$ cat src/rtl/nes_debugger_mem_arbiter_pkg.sv
// Shared types for the NES/debugger memory arbiter: access direction encoding and arbiter states.
package nes_debugger_mem_arbiter_pkg;

  localparam logic RW_READ  = 1'b1;
  localparam logic RW_WRITE = 1'b0;

  typedef enum logic [2:0] {
    IDLE,
    PEND,
    ISSUE,
    CAPTURE,
    DONE
  } arb_state_t;

endpackage

$ cat src/rtl/nes_debugger_mem_arbiter_if.sv
// NES, debugger and memory-side signals of one arbiter instance.
// The master modport is the environment (NES master, debugger, memory read port); the slave is the arbiter.
interface nes_debugger_mem_arbiter_if #(
  parameter int ADDR_WIDTH = 16,
  parameter int DATA_WIDTH = 8
);
  logic                  nes_en;
  logic                  nes_rw;
  logic [ADDR_WIDTH-1:0] nes_address;
  logic [DATA_WIDTH-1:0] nes_wr_data;
  logic [DATA_WIDTH-1:0] nes_rd_data;

  logic                  dbg_req;
  logic                  dbg_rw;
  logic [ADDR_WIDTH-1:0] dbg_address;
  logic [DATA_WIDTH-1:0] dbg_wr_data;
  logic                  dbg_ready;
  logic                  dbg_done;
  logic [DATA_WIDTH-1:0] dbg_rd_data;
  logic                  dbg_starved;

  logic                  mem_en;
  logic                  mem_wea;
  logic [ADDR_WIDTH-1:0] mem_address;
  logic [DATA_WIDTH-1:0] mem_wr_data;
  logic [DATA_WIDTH-1:0] mem_rd_data;

  modport master (
    output nes_en, nes_rw, nes_address, nes_wr_data,
    output dbg_req, dbg_rw, dbg_address, dbg_wr_data,
    output mem_rd_data,
    input  nes_rd_data, dbg_ready, dbg_done, dbg_rd_data, dbg_starved,
    input  mem_en, mem_wea, mem_address, mem_wr_data
  );

  modport slave (
    input  nes_en, nes_rw, nes_address, nes_wr_data,
    input  dbg_req, dbg_rw, dbg_address, dbg_wr_data,
    input  mem_rd_data,
    output nes_rd_data, dbg_ready, dbg_done, dbg_rd_data, dbg_starved,
    output mem_en, mem_wea, mem_address, mem_wr_data
  );
endinterface

$ cat src/rtl/nes_debugger_mem_arbiter.sv
// Shares one single-port sync memory: NES access always passes through combinationally; one latched
// debugger request fills NES-idle cycles (done 4 cycles after req when idle). NES_DEBUGGER_ARB_STATS_EN adds o_conflict_count.
module nes_debugger_mem_arbiter
  import nes_debugger_mem_arbiter_pkg::*;
#(
  parameter int ADDR_WIDTH = 16,
  parameter int DATA_WIDTH = 8,
  parameter int WAIT_WIDTH = 16
) (
  input  logic                           i_clk,
  input  logic                           i_reset,
  nes_debugger_mem_arbiter_if.slave      bus
`ifdef NES_DEBUGGER_ARB_STATS_EN
  ,
  output logic [15:0]                    o_conflict_count
`endif
);

  arb_state_t            state;
  logic                  req_rw;
  logic [ADDR_WIDTH-1:0] req_address;
  logic [DATA_WIDTH-1:0] req_data;
  logic [WAIT_WIDTH-1:0] wait_cnt;
  logic                  ready_q;
  logic                  done_q;
  logic [DATA_WIDTH-1:0] dbg_rd_q;
  logic                  nes_rd_pending;
  logic [DATA_WIDTH-1:0] nes_rd_q;
  logic                  blocked;

  assign blocked = bus.nes_en && ((state == PEND) || (state == ISSUE));

  // NES never waits: it owns the port whenever it asks, the debugger only gets ISSUE cycles it leaves idle.
  always_comb begin
    bus.mem_en      = 1'b0;
    bus.mem_wea     = 1'b0;
    bus.mem_address = '0;
    bus.mem_wr_data = '0;
    if (bus.nes_en) begin
      bus.mem_en      = 1'b1;
      bus.mem_wea     = ~bus.nes_rw;
      bus.mem_address = bus.nes_address;
      bus.mem_wr_data = bus.nes_wr_data;
    end else if (state == ISSUE) begin
      bus.mem_en      = 1'b1;
      bus.mem_wea     = (req_rw == RW_WRITE);
      bus.mem_address = req_address;
      bus.mem_wr_data = req_data;
    end
  end

  always_ff @(posedge i_clk) begin
    if (i_reset) begin
      state       <= IDLE;
      req_rw      <= RW_READ;
      req_address <= '0;
      req_data    <= '0;
      wait_cnt    <= '0;
      ready_q     <= 1'b1;
      done_q      <= 1'b0;
      dbg_rd_q    <= '0;
    end else begin
      done_q <= 1'b0;
      if (blocked && !(&wait_cnt)) begin
        wait_cnt <= wait_cnt + 1'b1;
      end
      case (state)
        IDLE: begin
          if (bus.dbg_req) begin
            req_rw      <= bus.dbg_rw;
            req_address <= bus.dbg_address;
            req_data    <= bus.dbg_wr_data;
            ready_q     <= 1'b0;
            state       <= PEND;
          end
        end
        PEND: begin
          if (!bus.nes_en) state <= ISSUE;
        end
        ISSUE: begin
          if (!bus.nes_en) state <= CAPTURE;
        end
        CAPTURE: begin
          // Memory read data belongs to the ISSUE access one cycle earlier.
          if (req_rw == RW_READ) dbg_rd_q <= bus.mem_rd_data;
          done_q <= 1'b1;
          state  <= DONE;
        end
        DONE: begin
          ready_q  <= 1'b1;
          wait_cnt <= '0;
          state    <= IDLE;
        end
        default: state <= IDLE;
      endcase
    end
  end

  always_ff @(posedge i_clk) begin
    if (i_reset) begin
      nes_rd_pending <= 1'b0;
      nes_rd_q       <= '0;
    end else begin
      nes_rd_pending <= bus.nes_en && (bus.nes_rw == RW_READ);
      if (nes_rd_pending) nes_rd_q <= bus.mem_rd_data;
    end
  end

  assign bus.nes_rd_data = nes_rd_pending ? bus.mem_rd_data : nes_rd_q;
  assign bus.dbg_ready   = ready_q;
  assign bus.dbg_done    = done_q;
  assign bus.dbg_rd_data = dbg_rd_q;
  assign bus.dbg_starved = &wait_cnt;

`ifdef NES_DEBUGGER_ARB_STATS_EN
  logic [15:0] conflict_q;

  always_ff @(posedge i_clk) begin
    if (i_reset) begin
      conflict_q <= '0;
    end else if (blocked && !(&conflict_q)) begin
      conflict_q <= conflict_q + 16'd1;
    end
  end

  assign o_conflict_count = conflict_q;
`endif

endmodule

$ cat src/flat_wrapper.sv
// flat-port wrapper written by rule: the top's interface ports become plain ports
module nes_debugger_mem_arbiter_flat import nes_debugger_mem_arbiter_pkg::*;
#(
  parameter int ADDR_WIDTH = 16,
  parameter int DATA_WIDTH = 8,
  parameter int WAIT_WIDTH = 16
)
  (i_clk, i_reset, bus_nes_en, bus_nes_rw, bus_nes_address, bus_nes_wr_data, bus_dbg_req, bus_dbg_rw, bus_dbg_address, bus_dbg_wr_data, bus_mem_rd_data, bus_nes_rd_data, bus_dbg_ready, bus_dbg_done, bus_dbg_rd_data, bus_dbg_starved, bus_mem_en, bus_mem_wea, bus_mem_address, bus_mem_wr_data);
  nes_debugger_mem_arbiter_if #(.ADDR_WIDTH(ADDR_WIDTH), .DATA_WIDTH(DATA_WIDTH)) bus_i ();
  input  logic i_clk;
  input  logic i_reset;
  input wire logic [$bits(bus_i.nes_en)-1:0] bus_nes_en;
  input wire logic [$bits(bus_i.nes_rw)-1:0] bus_nes_rw;
  input wire logic [$bits(bus_i.nes_address)-1:0] bus_nes_address;
  input wire logic [$bits(bus_i.nes_wr_data)-1:0] bus_nes_wr_data;
  input wire logic [$bits(bus_i.dbg_req)-1:0] bus_dbg_req;
  input wire logic [$bits(bus_i.dbg_rw)-1:0] bus_dbg_rw;
  input wire logic [$bits(bus_i.dbg_address)-1:0] bus_dbg_address;
  input wire logic [$bits(bus_i.dbg_wr_data)-1:0] bus_dbg_wr_data;
  input wire logic [$bits(bus_i.mem_rd_data)-1:0] bus_mem_rd_data;
  output wire logic [$bits(bus_i.nes_rd_data)-1:0] bus_nes_rd_data;
  output wire logic [$bits(bus_i.dbg_ready)-1:0] bus_dbg_ready;
  output wire logic [$bits(bus_i.dbg_done)-1:0] bus_dbg_done;
  output wire logic [$bits(bus_i.dbg_rd_data)-1:0] bus_dbg_rd_data;
  output wire logic [$bits(bus_i.dbg_starved)-1:0] bus_dbg_starved;
  output wire logic [$bits(bus_i.mem_en)-1:0] bus_mem_en;
  output wire logic [$bits(bus_i.mem_wea)-1:0] bus_mem_wea;
  output wire logic [$bits(bus_i.mem_address)-1:0] bus_mem_address;
  output wire logic [$bits(bus_i.mem_wr_data)-1:0] bus_mem_wr_data;
  assign bus_i.nes_en = bus_nes_en;
  assign bus_i.nes_rw = bus_nes_rw;
  assign bus_i.nes_address = bus_nes_address;
  assign bus_i.nes_wr_data = bus_nes_wr_data;
  assign bus_i.dbg_req = bus_dbg_req;
  assign bus_i.dbg_rw = bus_dbg_rw;
  assign bus_i.dbg_address = bus_dbg_address;
  assign bus_i.dbg_wr_data = bus_dbg_wr_data;
  assign bus_i.mem_rd_data = bus_mem_rd_data;
  assign bus_nes_rd_data = bus_i.nes_rd_data;
  assign bus_dbg_ready = bus_i.dbg_ready;
  assign bus_dbg_done = bus_i.dbg_done;
  assign bus_dbg_rd_data = bus_i.dbg_rd_data;
  assign bus_dbg_starved = bus_i.dbg_starved;
  assign bus_mem_en = bus_i.mem_en;
  assign bus_mem_wea = bus_i.mem_wea;
  assign bus_mem_address = bus_i.mem_address;
  assign bus_mem_wr_data = bus_i.mem_wr_data;
  nes_debugger_mem_arbiter #(.ADDR_WIDTH(ADDR_WIDTH), .DATA_WIDTH(DATA_WIDTH), .WAIT_WIDTH(WAIT_WIDTH)) u_core (.i_clk(i_clk), .i_reset(i_reset), .bus(bus_i));
endmodule
$ cat config.mk
export PLATFORM = sky130hd
export DESIGN_NAME = nes_debugger_mem_arbiter_flat
export DESIGN_NICKNAME = d
export VERILOG_FILES = /design/src/rtl/nes_debugger_mem_arbiter_pkg.sv /design/src/rtl/nes_debugger_mem_arbiter_if.sv /design/src/rtl/nes_debugger_mem_arbiter.sv /design/src/flat_wrapper.sv
export SDC_FILE = /design/constraint.sdc
export NUM_CORES = 1
export LEC_CHECK = 0
export ABC_CLOCK_PERIOD_IN_PS = 2000
export CORE_UTILIZATION = 40
export CTS_CLUSTER_DIAMETER = 120
export DETAILED_ROUTE_END_ITERATION = 6
export PLACE_DENSITY = 0.86
export SLEW_MARGIN = 20
export SYNTH_ARGS = -nofsm -noshare
export SYNTH_HDL_FRONTEND = slang
export SYNTH_SLANG_ARGS = --single-unit
$ cat constraint.sdc
create_clock -name i_clk -period 2 [get_ports i_clk]
set_input_delay 0.5 -clock i_clk [delete_from_list [all_inputs] [get_ports i_clk]]
set_output_delay 0.5 -clock i_clk [all_outputs]
set_load 0.02 [all_outputs]
# Word-level counts from Yosys, hierarchy flattened
# Cells that the tools add are included.
[totals] register_bits=63 input_bits=62 out_inout_bits=45 word_cells=49
[classes] addsub=1 n_eq_ne=7 mux=16 n_bitwise=2 n_reduce_logical=13
[ops] op="16-bit two-way mux" count=2
[ops] op="8-bit two-way mux" count=3
[ops] op="16-bit by 1-bit adder with 16-bit output, second input constant" count=1
[ops] op="16-bit AND reduction" count=1
[ops] op="3-bit case mux with 4 select lines" count=1
[ops] op="3-bit two-way mux" count=3
[ops] op="3-bit by 2-bit == test with 1-bit output, second input constant" count=2
[ops] op="1-bit two-way mux" count=6
[ops] op="2-bit inequality test, second input constant" count=3
[ops] op="2-bit AND reduction" count=3
[ops] op="3-bit by 1-bit == test with 1-bit output, second input constant" count=1
[ops] op="3-bit == test, second input constant" count=1
[ops] op="1-bit logical AND" count=3
[ops] op="3-bit zero test" count=1
[ops] op="3-bit AND reduction" count=1
[ops] op="1-bit inverter" count=2
[ops] op="1-bit case mux with 2 select lines" count=1
[ops] op="2-bit nonzero test" count=1
[ops] op="2-bit OR reduction" count=1
[ops] op="1-bit zero test" count=1
[ops] op="1-bit logical OR" count=1

# Depth between registers and ports, before layout
[depth] word_depth=4 ltp_mapped=7 depth_no_buf=5

# Least setup slack after synthesis
# No wires, ideal clock.
[synth_path] path_kind="input-to-output" start="input port bus_nes_en" end="output port bus_mem_address[0]" arrival_ns=1.792 required_time_ns=1.500 setup_slack_ns=-0.292 cell_stages=4 path_buffers=2 cell_sequence="buf_1 buf_1 mux2i_1 nor2_1"
[synth_via] elab_chain_cells=1
[synth_lines] item="from (decl)" line="flat_wrapper.sv:12" rtl="input wire logic [$bits(bus_i.nes_en)-1:0] bus_nes_en;"
[synth_lines] item="16-bit two-way mux" line="nes_debugger_mem_arbiter.sv:39" rtl="if (bus.nes_en) begin"
[synth_lines] item="to (decl)" line="flat_wrapper.sv:28" rtl="output wire logic [$bits(bus_i.mem_address)-1:0] bus_mem_address;"
# Every way passes these cells.

# Final worst setup path
[layout_path] start="register u_core.state[0]" end="output port bus_mem_wr_data[1]"
[layout_via] elab_chain_cells=3
[layout_lines] item="from (decl)" line="nes_debugger_mem_arbiter.sv:19" rtl="arb_state_t state;"
[layout_lines] item="from (signal assigned)" line="nes_debugger_mem_arbiter.sv:54" rtl="state <= IDLE;"
[layout_lines] item="from (signal assigned)" line="nes_debugger_mem_arbiter.sv:74" rtl="state <= PEND;"
[layout_lines] item="from (signal assigned)" line="nes_debugger_mem_arbiter.sv:78" rtl="if (!bus.nes_en) state <= ISSUE;"
[layout_lines] item="3-bit by 2-bit == test with 1-bit output" line="nes_debugger_mem_arbiter.sv:44" rtl="end else if (state == ISSUE) begin"
[layout_lines] item="8-bit two-way mux" line="nes_debugger_mem_arbiter.sv:44"
[layout_lines] item="8-bit two-way mux" line="nes_debugger_mem_arbiter.sv:39"
[layout_lines] item="to (decl)" line="flat_wrapper.sv:29" rtl="output wire logic [$bits(bus_i.mem_wr_data)-1:0] bus_mem_wr_data;"
# Every way passes these cells.

==> results.yml <==
cts:
  cts_buffers: 9
  clk-insertion-delay-late_ps: 340
  clk_transition_reported_paths_ps: 70
  cts.path.max_buffers: 2
  cts.htree.levels: 3
  clock_sinks: 63
  cts_tree: "built"
  clock_tree.root_cell: "sky130_fd_sc_hd__clkbuf_8"
global_routing:
  global_route_wire_length_before_repair_um: 13800
  grt_pass1_vias: 3055
  track_usage_pct: 23.2
  grt-ovfl-total: 0
  antenna_found_initial: 0
  grt_start_max_net_pins: 32
sta:
  final_setup_fails: 2
  finalCritPeriodShare_pct: 101
  timing.max_slew.rel_slack_pct: 69.9
  fin_worst_skew_ps: 9.87
  clock_period_minus_final_worst_setup_slack_ps: 2020
  totalNegativeSetupSlack_ps: -28.9
  finalHoldViolCount: 0
  worst-slew-pin-transition_ps: 450
  post-route-worst-setup-slack_ps: -17.4
  report.final.slew_viol_count: 0
  max_clock_freq_ghz: 0.496
  unrepaired_setup_endpoints_after_global_routing: "true"
setup_path:
  cp-start-kind: "flop"
  critPathArrivalTime_ps: 1520
  timing.critical_path.slowest_cell_delay_ps: 320
  worstSetupPathDepth: 8
  path_delay_family: "buffers and inverters"
  crit-reg2reg-capture: "u_core.wait_cnt[14]"
  category_of_the_critical_setup_timing_path: "flop to output pin"
  critical_path.n_buffers_inverters: 4
  crit_path_start: "u_core.state[0]"
  crit_path_cell_trace: "nand2b_4, nor2_4, nor2_4, buf_6, buf_6, buf_6, nor2_1, buf_4"
  critical_path_peak_fanout: 2
  crit_path_frequent_cell: "sky130_fd_sc_hd__buf_6"
  critical_path_required_ps: 1500
  worst_setup_path_end_kind: "output pin"
  critical_path.reg2reg.startpoint: "u_core.wait_cnt[0]"
  timing.critical_path.slowest_stage_cell: "sky130_fd_sc_hd__dfxtp_2"
  ff2ff_path_depth: 6
  r2r_setup_slack_ps: 20
die:
  core_region_area_mm2: 0.00694
  fp.dieW_um: 87.5
  io_pins: 107
  floorplan.initialDensity_pct: 42.1
  floorplan.die.height_um: 87.5
  dieArea_mm2: 0.00766
  row_count: 30
synthesis:
  synth-edff-count: 0
  synth-seq-area-share_pct: 43.1
  synth.most_common_cell: "sky130_fd_sc_hd__nand2_1"
  ys.warnings.count: 0
  synth.top_cell.area_share_pct: 43.1
  yosys_register_bits: 63
  synthTopCellsByCount: "80 x sky130_fd_sc_hd__nand2_1, 63 x sky130_fd_sc_hd__dfxtp_1, 41 x sky130_fd_sc_hd__a21oi_1, 28 x sky130_fd_sc_hd__mux2i_1, 28 x sky130_fd_sc_hd__nor2_1"
  postSynth.asyncResetShare_pct: 0
  syn_nets: 420
  postSynthAreaPerCell_um2: 8.19
  netlist.top_cell.by_area: "sky130_fd_sc_hd__dfxtp_1"
  mappedNetlistArea_mm2: 0.00293
  synth_flop_cell: "sky130_fd_sc_hd__dfxtp_1"
  ys_top_cells_by_area: "sky130_fd_sc_hd__dfxtp_1 43%, sky130_fd_sc_hd__nand2_1 10%, sky130_fd_sc_hd__mux2i_1 9.6%"
  synth.distinct_cells: 38
  syn_inst: 357
finish:
  layout.cell_area.non_filler_mm2: 0.00465
  area_growth_pct: 59.0
  drive_gt1_share_pct: 28.4
  final_util_pct: 67.0
  n_antenna_cell: 0
  stdcell_count: 593
  final_nets: 557
power_and_ir_drop:
  power-per-cell-area_mw_per_mm2: 659
  peakVddDrop_mv: 0.497
  power_total_w: 0.00306
  leakage_nw: 1.86
status:
  run_status: "finished, violations left"
  violations: "setup timing"
placement:
  detailed_place.area_mm2: 0.00435
  finalWeightedCongestion: 0.769
  io_buffer_count: 106
  total_half_perimeter_wirelength_after_legalization_and_detailed_placement_um: 5900
  place_inst: 574
detailed_routing:
  route.vias.total: 3089
  antenna_left: 0
  route.final.wire_length_um: 8630
  drt_first_pass_iters: 4
  violation_count_after_the_first_detailed_routing_iteration: 164
  remaining_drc_errors: 0
  wl_per_cell_um: 14.6
  detail_route.vias_per_cell: 5.21
worst_hold_path:
  holdCritPathClass: "flop to flop"
  min-delay-start: "u_core.bus.dbg_ready"
  hold_crit_depth: 2
  hold_path_end: "u_core.bus.dbg_ready"
flow_run:
  max_capacitance_violation_count: 0
[cell families (layout without fill, tap and decap cells)]
| family | after synthesis | in the layout | synth area share, % |
|---|---|---|---|
| AOI/OAI and AO/OA | 58 | 58 | 11.2 |
| DFF | 63 | 63 | 43.1 |
| buffers and inverters | 27 | 167 | 3.98 |
| adders and majority gates | 1 | 1 | 0.428 |
| xor gates and xnor gates | 1 | 1 | 0.299 |
| and+or+nand+nor | 171 | 171 | 28.3 |
| muxes | 36 | 36 | 12.7 |
[how the worst max path moves through the flow]
stage | endpoint | slack [ps]
floorplan | bus_dbg_starved | 6
global placement | bus_mem_wea | -290
detailed placement | bus_mem_wea | -310
CTS | bus_mem_wr_data[2] | -30
global route | bus_mem_wr_data[2] | -60
finish | bus_mem_wr_data[1] | -20
[placed cells by master, fill, tap and decap left out, types with 6 or more instances in the layout]
cell type	n
sky130_fd_sc_hd__nor2_1	17
sky130_fd_sc_hd__nor2b_1	10
sky130_fd_sc_hd__dfxtp_2	10
sky130_fd_sc_hd__dfxtp_1	53
sky130_fd_sc_hd__nand2_1	80
sky130_fd_sc_hd__buf_6	8
sky130_fd_sc_hd__mux2_2	8
sky130_fd_sc_hd__nor2_2	9
sky130_fd_sc_hd__o31ai_1	7
sky130_fd_sc_hd__mux2i_1	28
sky130_fd_sc_hd__clkbuf_8	10
sky130_fd_sc_hd__a21oi_1	39
sky130_fd_sc_hd__buf_2	6
sky130_fd_sc_hd__buf_4	55
sky130_fd_sc_hd__clkdlybuf4s50_1	69
[worst reg2reg max path, delay by kind of cell (launching register included)]
| kind | cells | cell delay, ps |
|---|---|---|
| adder cells (fa/ha/maj) | 1 | 130 |
| AND/OR/NAND/NOR | 3 | 1100 |
| flip-flops | 1 | 350 |
| AO/OA/AOI/OAI | 1 | 160 |
| buffers and inverters | 1 | 170 |
[through the flow]
stage	worst slack [ps]	hold slack, ps
5_1_grt	-62.5	468
6_report	-17.4	450
3_3_place_gp	-287	436
3_5_place_dp	-305	445
4_1_cts	-31.1	454
2_1_floorplan	5.51	436
[sequential cells by signal, indices dropped and copies added (netlist names)]
register	cells
u_core.nes_rd_pending	1
u_core.bus.dbg_done	1
u_core.wait_cnt	16
u_core.req_address	16
u_core.bus.dbg_rd_data	8
u_core.state	3
u_core.bus.dbg_ready	1
u_core.req_data	8
u_core.req_rw	1
u_core.nes_rd_q	8
[layout make-up]
cell class              instances  area, µm²
fillers                       564       2290
multi-input cells             267       1660
repair buffers                150       1400
flip-flops and latches         63       1270
clock buffers                  10        138
well taps                      96        120
clock inverters                 4       47.5
inverters                       3       11.3
[per-layer routing]
metal | GRT usage [%] | share of wire, %
met5 | 0 | 0
met4 | 13.1 | 2.4
met3 | 5.21 | 5.6
met2 | 39.2 | 50
met1 | 27.3 | 42
[where the power goes]
group	internal [W]	switching, W
combinational	0.000348	0.000312
clock	0.000591	0.000467
sequential	0.00131	0.0000361
[repair_timing]
item | in CTS | in global routing
gates resized for setup | 158 | 48
pin swaps | 6 | 7
cloned | 1 | 1
hold buffers | 0 | 0
endpoints found under the setup margin | 37 | 18
buffers inserted | 1 | 4
hold endpoints to repair | 0 | 0
(Power assumes the default switching activity.)
